## config.mk

```make
export PLATFORM = sky130hd
export DESIGN_NAME = clock_time_core
export DESIGN_NICKNAME = d
export VERILOG_FILES = /design/src/rtl/clock_pkg.sv /design/src/rtl/bcd_mod_counter.sv /design/src/rtl/clock_time_core.sv
export SDC_FILE = /design/constraint.sdc
export NUM_CORES = 1
export LEC_CHECK = 0
export ABC_AREA = 1
export BUFFER_PORTS_ARGS = -buffer_cell sky130_fd_sc_hd__buf_2
export CAP_MARGIN = 20
export CELL_PAD_IN_SITES_DETAIL_PLACEMENT = 1
export CELL_PAD_IN_SITES_GLOBAL_PLACEMENT = 1
export CORE_UTILIZATION = 30
export CTS_CLUSTER_DIAMETER = 40
export DETAILED_ROUTE_END_ITERATION = 8
export PLACE_DENSITY_LB_ADDON = 0.1
export SLEW_MARGIN = 10
export SYNTH_ARGS = -nofsm -noshare
export SYNTH_HDL_FRONTEND = slang
export SYNTH_SLANG_ARGS = --single-unit
```

## constraint.sdc

```tcl
create_clock -name clk -period 1.5 [get_ports clk]
set_input_delay 0.225 -clock clk [delete_from_list [all_inputs] [get_ports clk]]
set_output_delay 0.225 -clock clk [all_outputs]
set_load 0.05 [all_outputs]
```

## src/rtl/clock_pkg.sv

```systemverilog
// Shared constants and BCD helpers for the time-of-day counter.
// Both helpers assume an 8-bit, two-digit BCD value.
package clock_pkg;

    localparam logic [7:0] BCD_59 = 8'h59;
    localparam logic [7:0] BCD_23 = 8'h23;

    // Both digits must be decimal, and the value must not exceed max.
    // Once the digits are decimal, a plain binary compare is also a BCD compare.
    function automatic logic bcd_valid(input logic [7:0] value, input logic [7:0] max);
        logic ok;
        ok = (value[3:0] <= 4'd9) && (value[7:4] <= 4'd9) && (value <= max);
        return ok;
    endfunction

    // Returns {wrap, next}. The value wraps to 00 when it equals max.
    function automatic logic [8:0] bcd_inc(input logic [7:0] value, input logic [7:0] max);
        logic [8:0] res;
        if (value == max) begin
            res = {1'b1, 8'h00};
        end else if (value[3:0] == 4'd9) begin
            res = {1'b0, value[7:4] + 4'd1, 4'd0};
        end else begin
            res = {1'b0, value[7:4], value[3:0] + 4'd1};
        end
        return res;
    endfunction

endpackage

```

## src/rtl/bcd_mod_counter.sv

```systemverilog
// One two-digit BCD field that counts 00..MAX and can be loaded.
// wrap_o is asserted in the cycle whose step takes the field from MAX back to 00.
module bcd_mod_counter
    import clock_pkg::*;
#(
    parameter logic [7:0] MAX = BCD_59,
    parameter logic [7:0] RST = 8'h00
) (
    input  logic       clk,
    input  logic       rst_n,
    input  logic       load_i,
    input  logic [7:0] load_val_i,
    input  logic       inc_i,
    input  logic       carry_in_i,
    output logic [7:0] value_o,
    output logic       wrap_o
);

    logic [7:0] value_q;
    logic [7:0] value_d;
    logic [8:0] inc_res_s;
    logic       step_s;

    // Next value: a load takes priority over an adjust or carry step.
    always_comb begin
        value_d   = value_q;
        inc_res_s = bcd_inc(value_q, MAX);
        step_s    = inc_i | carry_in_i;
        if (load_i) begin
            value_d = load_val_i;
        end else if (step_s) begin
            value_d = inc_res_s[7:0];
        end else begin
            value_d = value_q;
        end
    end

    // Field register.
    always_ff @(posedge clk or negedge rst_n) begin
        if (!rst_n) begin
            value_q <= RST;
        end else begin
            value_q <= value_d;
        end
    end

    assign value_o = value_q;
    assign wrap_o  = step_s & ~load_i & inc_res_s[8];

endmodule

```

## src/rtl/clock_time_core.sv

```systemverilog
// BCD 24-hour time of day, driven by the 1 Hz tick. Supports load, per-field
// adjust and hold, and produces minute, hour and day rollover pulses.
module clock_time_core
    import clock_pkg::*;
#(
    parameter logic [7:0] RST_HOUR = 8'h00,
    parameter logic [7:0] RST_MIN  = 8'h00,
    parameter logic [7:0] RST_SEC  = 8'h00
) (
    input  logic       clk,
    input  logic       rst_n,
    input  logic       sec_tick,
    input  logic       hold,
    input  logic       set_load,
    input  logic [7:0] set_hour,
    input  logic [7:0] set_min,
    input  logic [7:0] set_sec,
    input  logic       inc_min,
    input  logic       inc_hour,
    output logic [7:0] hour,
    output logic [7:0] min,
    output logic [7:0] sec,
    output logic       min_carry,
    output logic       hour_carry,
    output logic       day_carry,
    output logic       load_err
);

    logic pend_q, pend_d;
    logic min_carry_q, min_carry_d;
    logic hour_carry_q, hour_carry_d;
    logic day_carry_q, day_carry_d;
    logic load_err_q, load_err_d;

    logic set_valid_s, load_ok_s, adj_min_s, adj_hour_s, any_adj_s;
    logic eff_tick_s, apply_tick_s;
    logic sec_wrap_s, min_wrap_s, hour_wrap_s;
    logic min_cin_s, hour_cin_s;

    // Priority: a valid load wins, then adjusts, then the tick (deferred if an adjust is present).
    always_comb begin
        set_valid_s  = bcd_valid(set_hour, BCD_23) && bcd_valid(set_min, BCD_59)
                       && bcd_valid(set_sec, BCD_59);
        load_ok_s    = set_load & set_valid_s;
        load_err_d   = set_load & ~set_valid_s;
        adj_min_s    = inc_min & ~load_ok_s;
        adj_hour_s   = inc_hour & ~load_ok_s;
        any_adj_s    = adj_min_s | adj_hour_s;
        eff_tick_s   = (sec_tick | pend_q) & ~hold;
        apply_tick_s = eff_tick_s & ~load_ok_s & ~any_adj_s;
        min_cin_s    = apply_tick_s & sec_wrap_s;
        hour_cin_s   = min_cin_s & min_wrap_s;
        min_carry_d  = min_cin_s;
        hour_carry_d = hour_cin_s;
        day_carry_d  = hour_cin_s & hour_wrap_s;
        if (hold || load_ok_s) begin
            pend_d = 1'b0;
        end else begin
            pend_d = eff_tick_s & any_adj_s;
        end
    end

    // Pending tick and the one-cycle status pulses.
    always_ff @(posedge clk or negedge rst_n) begin
        if (!rst_n) begin
            pend_q       <= 1'b0;
            min_carry_q  <= 1'b0;
            hour_carry_q <= 1'b0;
            day_carry_q  <= 1'b0;
            load_err_q   <= 1'b0;
        end else begin
            pend_q       <= pend_d;
            min_carry_q  <= min_carry_d;
            hour_carry_q <= hour_carry_d;
            day_carry_q  <= day_carry_d;
            load_err_q   <= load_err_d;
        end
    end

    bcd_mod_counter #(.MAX(BCD_59), .RST(RST_SEC)) u_sec (
        .clk        (clk),
        .rst_n      (rst_n),
        .load_i     (load_ok_s),
        .load_val_i (set_sec),
        .inc_i      (apply_tick_s),
        .carry_in_i (1'b0),
        .value_o    (sec),
        .wrap_o     (sec_wrap_s)
    );

    bcd_mod_counter #(.MAX(BCD_59), .RST(RST_MIN)) u_min (
        .clk        (clk),
        .rst_n      (rst_n),
        .load_i     (load_ok_s),
        .load_val_i (set_min),
        .inc_i      (adj_min_s),
        .carry_in_i (min_cin_s),
        .value_o    (min),
        .wrap_o     (min_wrap_s)
    );

    bcd_mod_counter #(.MAX(BCD_23), .RST(RST_HOUR)) u_hour (
        .clk        (clk),
        .rst_n      (rst_n),
        .load_i     (load_ok_s),
        .load_val_i (set_hour),
        .inc_i      (adj_hour_s),
        .carry_in_i (hour_cin_s),
        .value_o    (hour),
        .wrap_o     (hour_wrap_s)
    );

    assign min_carry  = min_carry_q;
    assign hour_carry = hour_carry_q;
    assign day_carry  = day_carry_q;
    assign load_err   = load_err_q;

endmodule
```

==> impl_metrics.csv, run 1 <==
group,metric,value,unit
drt,final_antenna_net_count,0,
timing,fin_setup_tns,-834,ps
critical_path,required,1710,ps
global_route,antenna_found_initial,0,
timing,finalCritPeriodShare,107,%
cts,cts_tree,"yes",
outcome,violations,"negative setup slack",
placed_design,gp_congestion,0.785,
cts,cts-root-buf,"clkbuf_8",
power,irDropWorstVdd,0.000748,V
power,powerDensity,1280,nW/um2
timing,whs,110,ps
finish,fin_nets,410,
synthesis,syn_nets,285,
synthesis,yosysSeqAreaShare,38.0,%
critical_path,critical_path_class,"register to register",
cts,path_clk_slew,70,ps
global_route,grt_pass1_vias,2076,
cts,cts_buffer_depth,2,
drt,dr_total_vias,2050,
timing,hold_viol_final,0,
critical_path,reg2reg_slack,-110,ps
synthesis,syn-cell-area,1910,um2
timing,timing.fmax,0.623,GHz
critical_path,crit_path_start_kind,"register",
timing,worst_pin_slew,488,ps
timing,rsz0062_at_grt,"yes",
synthesis,synth_warnings,0,
die,io_pins,59,
finish,drive_gt1_share,48.9,%
synthesis,synth_edf_count,0,
placed_design,hpwl,4540,um
global_route,grt_pass1_wl,9860,um
die,start_util,31.7,%
drt,vias_per_cell,4.63,
hold_path,hold_path.class,"input pin to register",
cts,cts_buffers,5,
power,p_total,3.89,mW
synthesis,yosysMostFrequentCell,"nand2_1",
drt,drt-wirelength-per-cell,13.3,um
global_route,grt-ovfl-total,0,
placed_design,dpl.cell_count,428,
die,fp.dieH,81.8,um
die,core,6030,um2
placed_design,placed_area,2710,um2
synthesis,netlist_instances,242,
outcome,status,"finished with violations",
cts,cts_sinks,29,
timing,drv_slew,0,
power,p_leak,1.58,nW
synthesis,synth_top_area_share,38.0,%
die,fp-row-count,28,
drt,drc_errors,0,
job,cap_violations,0,
finish,multi_input_comb_area,1170,um2
timing,finalWorstSetupSlack,-105,ps
critical_path,critPathCaptureType,"register",
synthesis,synth_common_cells,"59 x nand2_1, 29 x dfrtp_1, 28 x inv_1",
drt,initialDrtViolationCount,110,
synthesis,ys_ff_latch,29,
finish,num-fill-cells,771,
timing,layout_min_cycle_time,1610,ps
timing,finalClockSkew,6.03,ps
synthesis,yosysTopAreaCell,"dfrtp_1",
die,dieWidth,81.8,um
global_route,grt_max_degree,19,
synthesis,synth_area_leaders,"dfrtp_1 38%, nand2_1 12%, ha_1 7.9%, o21ai_1 6.8%, nand3_1 6.3%",
drt,firstDrtPassIters,4,
timing,setup_viol_count_final,17,
die,dieArea,6690,um2
finish,seq_area,733,um2
finish,utilization,50.3,%
global_route,grt_usage,19.6,%
timing,slew_headroom,67.5,%
finish,finalInstanceArea,3030,um2
cts,insertion_delay,280,ps
critical_path,crit_fanout,8,
synthesis,async_flop_share,100,%
finish,antenna_cells,0,
synthesis,syn_avg_cell_area,7.89,um2
synthesis,ys_types,29,
drt,drt_wl_total,5900,um
critical_path,worst_ep_arrival_time,1810,ps
finish,fin_cells,443,
placed_design,place_ws,-195,ps
cts,htree_levels,2,
synthesis,ys.flop_type,"dfrtp_1",
placed_design,port_buffers,58,
finish,synthToLayoutAreaGrowth,58.7,%
## flip-flops by register name, indices dropped and copies added (netlist names)
signal / count
hour_carry: 1
u_sec.value_o: 8
min_carry: 1
u_hour.value_o: 8
pend_q: 1
load_err: 1
u_min.value_o: 8
day_carry: 1
## cell usage in the layout (no fill, tap or decap), types with 2 or more instances in the layout
cell / netlist / final
buf_6: 4 / 5
o211ai_1: 4 / 4
ha_4: 0 / 2
xnor2_1: 6 / 6
nand3_4: 1 / 2
xor2_1: 4 / 4
nor2_4: 2 / 5
nand4_1: 3 / 3
nand2_4: 0 / 3
nand2_2: 1 / 10
buf_4: 0 / 57
o21ai_2: 1 / 4
inv_1: 28 / 26
buf_2: 0 / 58
ha_1: 12 / 10
dfrtp_1: 29 / 23
o21ai_0: 7 / 4
o21ai_1: 26 / 25
nand3_2: 3 / 5
clkinv_2: 1 / 3
inv_2: 4 / 6
buf_12: 0 / 2
nand2_1: 59 / 46
dfrtp_2: 0 / 6
o22ai_1: 2 / 2
clkbuf_8: 0 / 5
nand3_1: 24 / 21
nor2_1: 12 / 9
## final timing paths
kind,start,end,depth (start not counted)
max,u_sec.value_o[1]$_DFFE_PN0P_,u_hour.value_o[3]$_DFFE_PN0P_,11
min,hold,pend_q$_DFF_PN0_,2
max reg2reg,u_sec.value_o[1]$_DFFE_PN0P_,u_hour.value_o[3]$_DFFE_PN0P_,11
min reg2reg,u_min.value_o[7]$_DFFE_PN0P_,u_min.value_o[7]$_DFFE_PN0P_,2
max in group asynchronous,rst_n,u_min.value_o[2]$_DFFE_PN0P_,3
min in group asynchronous,rst_n,u_min.value_o[3]$_DFFE_PN0P_,2
## per-layer routing
layer,global-route usage (%),routed length [um],vias to the layer above
met5,0,0,-
li1,-,-,1041
met4,4.21,53,0
met2,32.6,2840,36
met1,26.0,2800,967
met3,4.11,203,6
## kinds of logic (layout without fill, tap and decap cells)
| logic type | count (synthesis) | after routing | synth area share, % |
|---|---|---|---|
| adders and majority gates | 12 | 12 | 7.86 |
| and+or+nand+nor | 110 | 110 | 27.6 |
| AOI/OAI and AO/OA | 43 | 43 | 12.8 |
| buffers and inverters | 38 | 164 | 9.10 |
| DFF | 29 | 29 | 38.0 |
| xor gates and xnor gates | 10 | 10 | 4.58 |
## where the power goes
| group | internal (mW) | switching (mW) |
|---|---|---|
| logic | 0.791 | 1.33 |
| registers | 0.963 | 0.162 |
| clock network | 0.321 | 0.320 |
## area by class of cell
| type | instances | share of cell area [%] |
|---|---|---|
| multi-input combinational | 175 | 38.7 |
| timing repair buffer | 123 | 27.2 |
| clock buffer | 6 | 2.39 |
| tap | 75 | 3.09 |
| clock inverter | 2 | 0.330 |
| sequential | 29 | 24.2 |
| inverter | 33 | 4.13 |
## critical path, stage by stage, from the launching register on
cell and delay (ps):
dfrtp_2 410, inv_2 70, ha_4 130, nand2_4 50
nor2_4 90, inv_2 60, nor2_4 100, nand4_4 120
o21bai_4 200, buf_6 160, nand2_1 50, o21ai_1 70
## repair_timing
item                                    in CTS  in global routing
resized for setup                           13                 36
endpoints found under the setup margin      16                 26
hold endpoints to repair                    16                  0
pin swaps                                    8                 19
hold buffers                                 1                  0
buffers inserted                             4                  4
cloned                                       0                  0
(Power assumes the default switching activity.)
==> run 2: changes to the inputs <==
--- a/config.mk
+++ b/config.mk
@@ -13,7 +13,8 @@
 export CORE_UTILIZATION = 30
 export CTS_CLUSTER_DIAMETER = 40
 export DETAILED_ROUTE_END_ITERATION = 8
-export PLACE_DENSITY_LB_ADDON = 0.1
+export PLACE_DENSITY = 0.82
+export RECOVER_POWER = 100
 export SLEW_MARGIN = 10
 export SYNTH_ARGS = -nofsm -noshare
 export SYNTH_HDL_FRONTEND = slang
==> impl_metrics.csv, run 2 (same netlist as run 1, synthesis figures left out) <==
group,metric,value,unit
outcome,status,"finished with violations",
outcome,violations,"negative setup slack",
power,clkPwrFrac,23.2,%
cts,path_clk_slew,70,ps
critical_path,crit_fanout,12,
timing,timing.fmax,0.606,GHz
power,irDropWorstVdd,0.000693,V
global_route,grt_max_degree,30,
finish,utilization,49.4,%
finish,final_common_cell,"buf_4",
timing,drv_slew,0,
die,start_util,31.7,%
timing,setup_viol_count_final,17,
global_route,grt_pass1_vias,2126,
placed_design,gp_congestion,0.805,
critical_path,critPathCaptureType,"register",
power,intPower,2.38,mW
die,dieWidth,81.8,um
die,dieArea,6690,um2
timing,finalClockSkew,7.60,ps
drt,vias_per_cell,4.84,
placed_design,hpwl,4580,um
timing,layout_min_cycle_time,1650,ps
cts,htree_levels,2,
critical_path,required,1720,ps
power,p_leak,1.52,nW
critical_path,crit_path_start_kind,"register",
hold_path,hold_path.class,"input pin to register",
critical_path,reg2reg_slack,-150,ps
global_route,antenna_found_initial,0,
hold_path,whs_path_depth,2,
critical_path,critical_path_class,"register to register",
critical_path,cp_cell_sequence,"inv_2 -> ha_4 -> nand2_4 -> nor2_4 -> inv_2 -> nor2_4 -> nand4_4 -> o21bai_4 -> buf_12 -> nand3_1 -> nand2_1",
drt,firstDrtPassIters,4,
hold_path,min-delay-start,"hold",
power,switchingPower,1.86,mW
critical_path,worst_r2r_endpoint,"u_hour.value_o[7]$_DFFE_PN0P_",
drt,drc_errors,0,
global_route,grt-ovfl-total,0,
timing,slew_headroom,48.6,%
finish,antenna_cells,0,
drt,drt_wl_total,6470,um
critical_path,worst_ep_arrival_time,1870,ps
timing,finalCritPeriodShare,110,%
global_route,grt_usage,20.1,%
timing,worst_pin_slew,772,ps
cts,cts_sinks,29,
job,cap_violations,0,
critical_path,cp_top_family,"simple AND/OR/NAND/NOR gates",
critical_path,reg2reg_from,"u_sec.value_o[1]$_DFFE_PN0P_",
cts,cts_buffer_depth,2,
cts,cts_buffers,5,
placed_design,port_buffers,58,
critical_path,crit_buf_inv,3,
die,core,6030,um2
drt,initialDrtViolationCount,47,
cts,cts_tree,"yes",
finish,layout_common_cells,"48 x buf_4, 44 x nand2_1, 31 x buf_2, 25 x inv_1, 25 x o21ai_1",
critical_path,critPathMaxStageDelay,410,ps
timing,finalWorstSetupSlack,-151,ps
global_route,grt_pass1_wl,10100,um
die,io_pins,59,
power,p_total,4.25,mW
drt,drt-wirelength-per-cell,15.0,um
power,combPwrFrac,50.1,%
critical_path,crit_slowest_cell,"dfrtp_2",
die,fp.dieH,81.8,um
die,fp-row-count,28,
drt,dr_total_vias,2088,
timing,hold_viol_final,0,
critical_path,rr_worst_depth,11,
hold_path,hold_path_end,"pend_q$_DFF_PN0_",
power,powerDensity,1430,nW/um2
finish,drive_gt1_share,47.5,%
cts,insertion_delay,290,ps
timing,rsz0062_at_grt,"yes",
finish,fin_nets,398,
drt,final_antenna_net_count,0,
power,p_seq_share,26.7,%
cts,cts-root-buf,"clkbuf_8",
finish,synthToLayoutAreaGrowth,55.7,%
power,netSwitchingFraction,43.9,%
[run 2: final cells by class]
| cell class | instances | area [um2] |
|---|---|---|
| clock buffers | 5 | 68.8 |
| clock inverters | 3 | 65.1 |
| fillers | 760 | 3050 |
| inverters | 33 | 128 |
| multi-input cells | 175 | 1170 |
| flip-flops and latches | 29 | 733 |
| well taps | 75 | 93.8 |
| repair buffers | 111 | 714 |
[run 2: per-stage QoR]
stage	std cells	setup slack, ps	TNS (ps)	instance area, um2	hold WS (ps)
2_1_floorplan	242	-276	-3920	1920	-70.6
3_3_place_gp	417	-157	-1860	2630	287
3_5_place_dp	417	-210	-3090	2630	299
4_1_cts	430	-145	-1210	2890	105
5_1_grt	431	-250	-3170	2980	113
6_report	431	-151	-1560	2980	107
[run 2: worst max path at each step]
stage                                             from                            end  slack, ps  cells after the start
after floorplan           u_sec.value_o[0]$_DFFE_PN0P_   u_min.value_o[6]$_DFFE_PN0P_       -280                     10
after global placement    u_min.value_o[1]$_DFFE_PN0P_  u_hour.value_o[7]$_DFFE_PN0P_       -160                     11
after detailed placement  u_min.value_o[1]$_DFFE_PN0P_  u_hour.value_o[7]$_DFFE_PN0P_       -210                     11
after CTS                 u_min.value_o[1]$_DFFE_PN0P_  u_hour.value_o[7]$_DFFE_PN0P_       -150                     11
after global routing      u_sec.value_o[1]$_DFFE_PN0P_  u_hour.value_o[7]$_DFFE_PN0P_       -250                     11
final                     u_sec.value_o[1]$_DFFE_PN0P_  u_hour.value_o[7]$_DFFE_PN0P_       -150                     11
[run 2: what timing repair did]
item	in CTS	in global routing
hold endpoints to repair	18	0
hold buffers	1	0
pin swaps	7	14
endpoints found under the setup margin	17	26
resized for setup	23	26
setup buffers	4	3
[run 2: per-layer routing]
metal / track usage [%] / vias up / wire [um]
li1: - / 1019 / -
met5: 0 / - / 0
met2: 37.8 / 41 / 3490
met1: 23.1 / 1019 / 2670
met4: 6.49 / 0 / 110
met3: 2.67 / 9 / 195
[run 2: power groups by stage]
stage | Clock (mW) | Sequential (mW) | Combinational (mW)
5_1_grt | 1.02 | 1.16 | 2.31
6_report | 0.986 | 1.13 | 2.13
2_1_floorplan | 0 | 1.78 | 0.533
3_3_place_gp | 0 | 1.10 | 1.83
3_5_place_dp | 0 | 1.12 | 1.89
4_1_cts | 0.994 | 1.13 | 2.02
==> run 3: changes to the inputs <==
--- a/config.mk
+++ b/config.mk
@@ -10,12 +10,13 @@
 export CAP_MARGIN = 20
 export CELL_PAD_IN_SITES_DETAIL_PLACEMENT = 1
 export CELL_PAD_IN_SITES_GLOBAL_PLACEMENT = 1
-export CORE_UTILIZATION = 30
+export CORE_UTILIZATION = 34
 export CTS_CLUSTER_DIAMETER = 40
 export DETAILED_ROUTE_END_ITERATION = 8
-export PLACE_DENSITY = 0.82
+export PLACE_DENSITY = 0.89
 export RECOVER_POWER = 100
 export SLEW_MARGIN = 10
 export SYNTH_ARGS = -nofsm -noshare
 export SYNTH_HDL_FRONTEND = slang
+export SYNTH_HIERARCHICAL = 1
 export SYNTH_SLANG_ARGS = --single-unit
==> impl_metrics.csv, run 3 <==
group,metric,value,unit
die,dieWidth,81.9,um
cts,cts_buffers,5,
cts,cts_sinks,29,
synthesis,synth_edf_count,0,
timing,timing.fmax,0.423,GHz
die,io_pins,59,
timing,rsz0062_at_grt,"yes",
critical_path,crit_fanout,4,
cts,htree_levels,2,
critical_path,cp_top_family,"simple AND/OR/NAND/NOR gates",
power,clkPwrFrac,14.0,%
die,dieArea,6700,um2
power,powerDensity,1530,nW/um2
critical_path,cp_cell_sequence,"buf_2 -> o21ai_4 -> nand2_2 -> nor2_4 -> nand3_4 -> o21ai_4 -> nand2_2 -> inv_2 -> nor2_4 -> nor4_4 -> inv_1 -> nor2_4 -> nor2_4 -> nor4_4 -> nand4_2 -> inv_2 -> nor2_4 -> nand2_4 -> a21boi_4 -> nand2_1 -> nand2_1",
drt,drc_errors,0,
cts,insertion_delay,300,ps
timing,finalWorstSetupSlack,-865,ps
placed_design,hpwl,6220,um
power,switchingPower,2.83,mW
power,p_leak,1.82,nW
synthesis,syn-cell-area,2170,um2
finish,fin_nets,470,
die,start_util,36.0,%
synthesis,synth_warnings,6,
synthesis,yosysTopAreaCell,"dfrtp_1",
drt,initialDrtViolationCount,92,
cts,cts_buffer_depth,2,
power,combPwrFrac,61.9,%
timing,whs,150,ps
global_route,grt-ovfl-total,0,
finish,antenna_cells,0,
hold_path,hold_path.class,"input pin to register",
synthesis,syn_nets,337,
drt,firstDrtPassIters,4,
global_route,grt_pass1_vias,2836,
global_route,grt_usage,31.8,%
power,netSwitchingFraction,52.4,%
timing,hold_viol_final,0,
timing,setup_viol_count_final,26,
drt,drt_wl_total,9990,um
drt,drt-wirelength-per-cell,19.9,um
outcome,violations,"negative setup slack",
synthesis,yosysSeqAreaShare,33.4,%
power,irDropWorstVdd,0.00112,V
placed_design,port_buffers,58,
synthesis,syn_avg_cell_area,7.38,um2
critical_path,critPathCaptureType,"register",
timing,worst_pin_slew,768,ps
critical_path,required,1740,ps
finish,drive_gt1_share,50.9,%
die,core,6030,um2
die,fp.dieH,81.9,um
finish,layout_common_cells,"64 x buf_4, 62 x nand2_1, 33 x inv_1, 25 x clkbuf_2, 24 x buf_2",
placed_design,dpl.cell_count,478,
synthesis,synth_common_cells,"77 x nand2_1, 47 x inv_1, 29 x dfrtp_1",
timing,finalClockSkew,13.0,ps
synthesis,async_flop_share,100,%
critical_path,worst_ep_arrival_time,2600,ps
synthesis,synth_area_leaders,"dfrtp_1 33%, nand2_1 13%, inv_1 8.1%, ha_1 6.9%, nand3_1 5.5%",
synthesis,netlist_instances,294,
critical_path,critical_path_class,"input pin to register",
critical_path,critPathMaxStageDelay,250,ps
timing,fin_setup_tns,-14040,ps
finish,synthToLayoutAreaGrowth,63.3,%
critical_path,crit_start,"set_min[1]",
placed_design,gp_congestion,0.779,
synthesis,yosysMostFrequentCell,"nand2_1",
global_route,grt_pass1_wl,15200,um
finish,final_common_cell,"buf_4",
power,p_total,5.40,mW
timing,finalCritPeriodShare,158,%
synthesis,ys_types,30,
hold_path,min-delay-start,"set_min[2]",
synthesis,ys_ff_latch,29,
cts,cts_tree,"yes",
die,fp-row-count,28,
drt,vias_per_cell,5.19,
synthesis,synth_top_area_share,33.4,%
global_route,grt_max_degree,30,
cts,cts-root-buf,"clkbuf_8",
timing,drv_slew,0,
timing,slew_headroom,48.8,%
drt,final_antenna_net_count,0,
outcome,status,"finished with violations",
critical_path,crit_path_start_kind,"input pin",
finish,fin_cells,503,
power,p_seq_share,24.1,%
global_route,antenna_found_initial,0,
critical_path,crit_buf_inv,4,
timing,layout_min_cycle_time,2360,ps
critical_path,critPathMostFrequentCell,"nor2_4",
cts,path_clk_slew,80,ps
synthesis,ys.flop_type,"dfrtp_1",
power,intPower,2.57,mW
job,cap_violations,0,
critical_path,reg2reg_from,"pend_q$_DFF_PN0_",
drt,dr_total_vias,2611,
critical_path,crit_slowest_cell,"a21boi_4",
[run 3: changes by cell type after synthesis, moves of 5 or more]
cell and change:
o21ai_1 -24, xnor2_1 -5, inv_1 +19, a21oi_1 +14, nand2_1 +18, nand2_4 +6
nor2_1 +11
[run 3: power groups by stage]
stage	clock network, mW	logic [mW]	registers (mW)
final	0.756	3.34	1.30
after global routing	0.796	3.54	1.33
after CTS	0.739	3.14	1.29
after detailed placement	0	3.04	1.30
after global placement	0	2.88	1.26
after floorplan	0	0.901	2.30
[run 3: cell families (layout without fill, tap and decap cells)]
kind of cell,count (synthesis),after routing,share of synthesized area [%]
AND/OR/NAND/NOR,157,158,37.0
buffers and inverters,52,185,9.17
AO/OA/AOI/OAI,36,36,10.4
flip-flops,29,29,33.4
adder cells (fa/ha/maj),12,12,6.92
XOR/XNOR,7,7,2.83
other,1,1,0.173
[run 3: path summary, 6_finish.rpt]
kind | to | slack (ps) | cells after the start
worst max-delay path | u_hour/value_o[6]$_DFFE_PN0P_ | -860 | 21
worst min register to register | u_hour/value_o[7]$_DFFE_PN0P_ | 620 | 2
max in group asynchronous | u_sec/value_o[3]$_DFFE_PN0P_ | 340 | 3
min in group asynchronous | u_hour/value_o[1]$_DFFE_PN0P_ | 620 | 3
worst max register to register | u_hour/value_o[6]$_DFFE_PN0P_ | -840 | 19
worst min-delay path | u_min/value_o[2]$_DFFE_PN0P_ | 150 | 3
[run 3: worst min-delay path, cell delays in order]
cell and delay (ps):
buf_6 80, nand2_1 60, o21ai_2 50
[run 3: per-stage QoR]
step,utilization [%],instance area [um2],worst slack [ps]
finish,58.8,3540,-865
global route,58.8,3540,-982
CTS,57.0,3430,-1060
detailed placement,50.2,3030,-1370
global placement,50.2,3030,-1030
floorplan,-,2250,-790
[run 3: layout make-up]
type | instances | area [um2]
well taps | 75 | 93.8
multi-input cells | 214 | 1510
clock buffers | 7 | 96.3
clock inverters | 1 | 5.00
flip-flops and latches | 29 | 733
fillers | 749 | 2480
inverters | 49 | 203
repair buffers | 128 | 906
[run 3: layer usage]
metal	track usage (%)	wire, um	up-vias
met1	34.2	3820	1286
met3	7.44	363	34
met5	0	0	-
met4	18.1	378	0
met2	56.7	5430	95
li1	-	-	1196
[run 3: timing repair]
action,4_1_cts,5_1_grt
hold endpoints to repair,29,0
resized for setup,42,29
gates cloned,2,0
endpoints found under the setup margin,26,27
buffers inserted,14,4
pin swaps,22,22
hold buffers,1,0
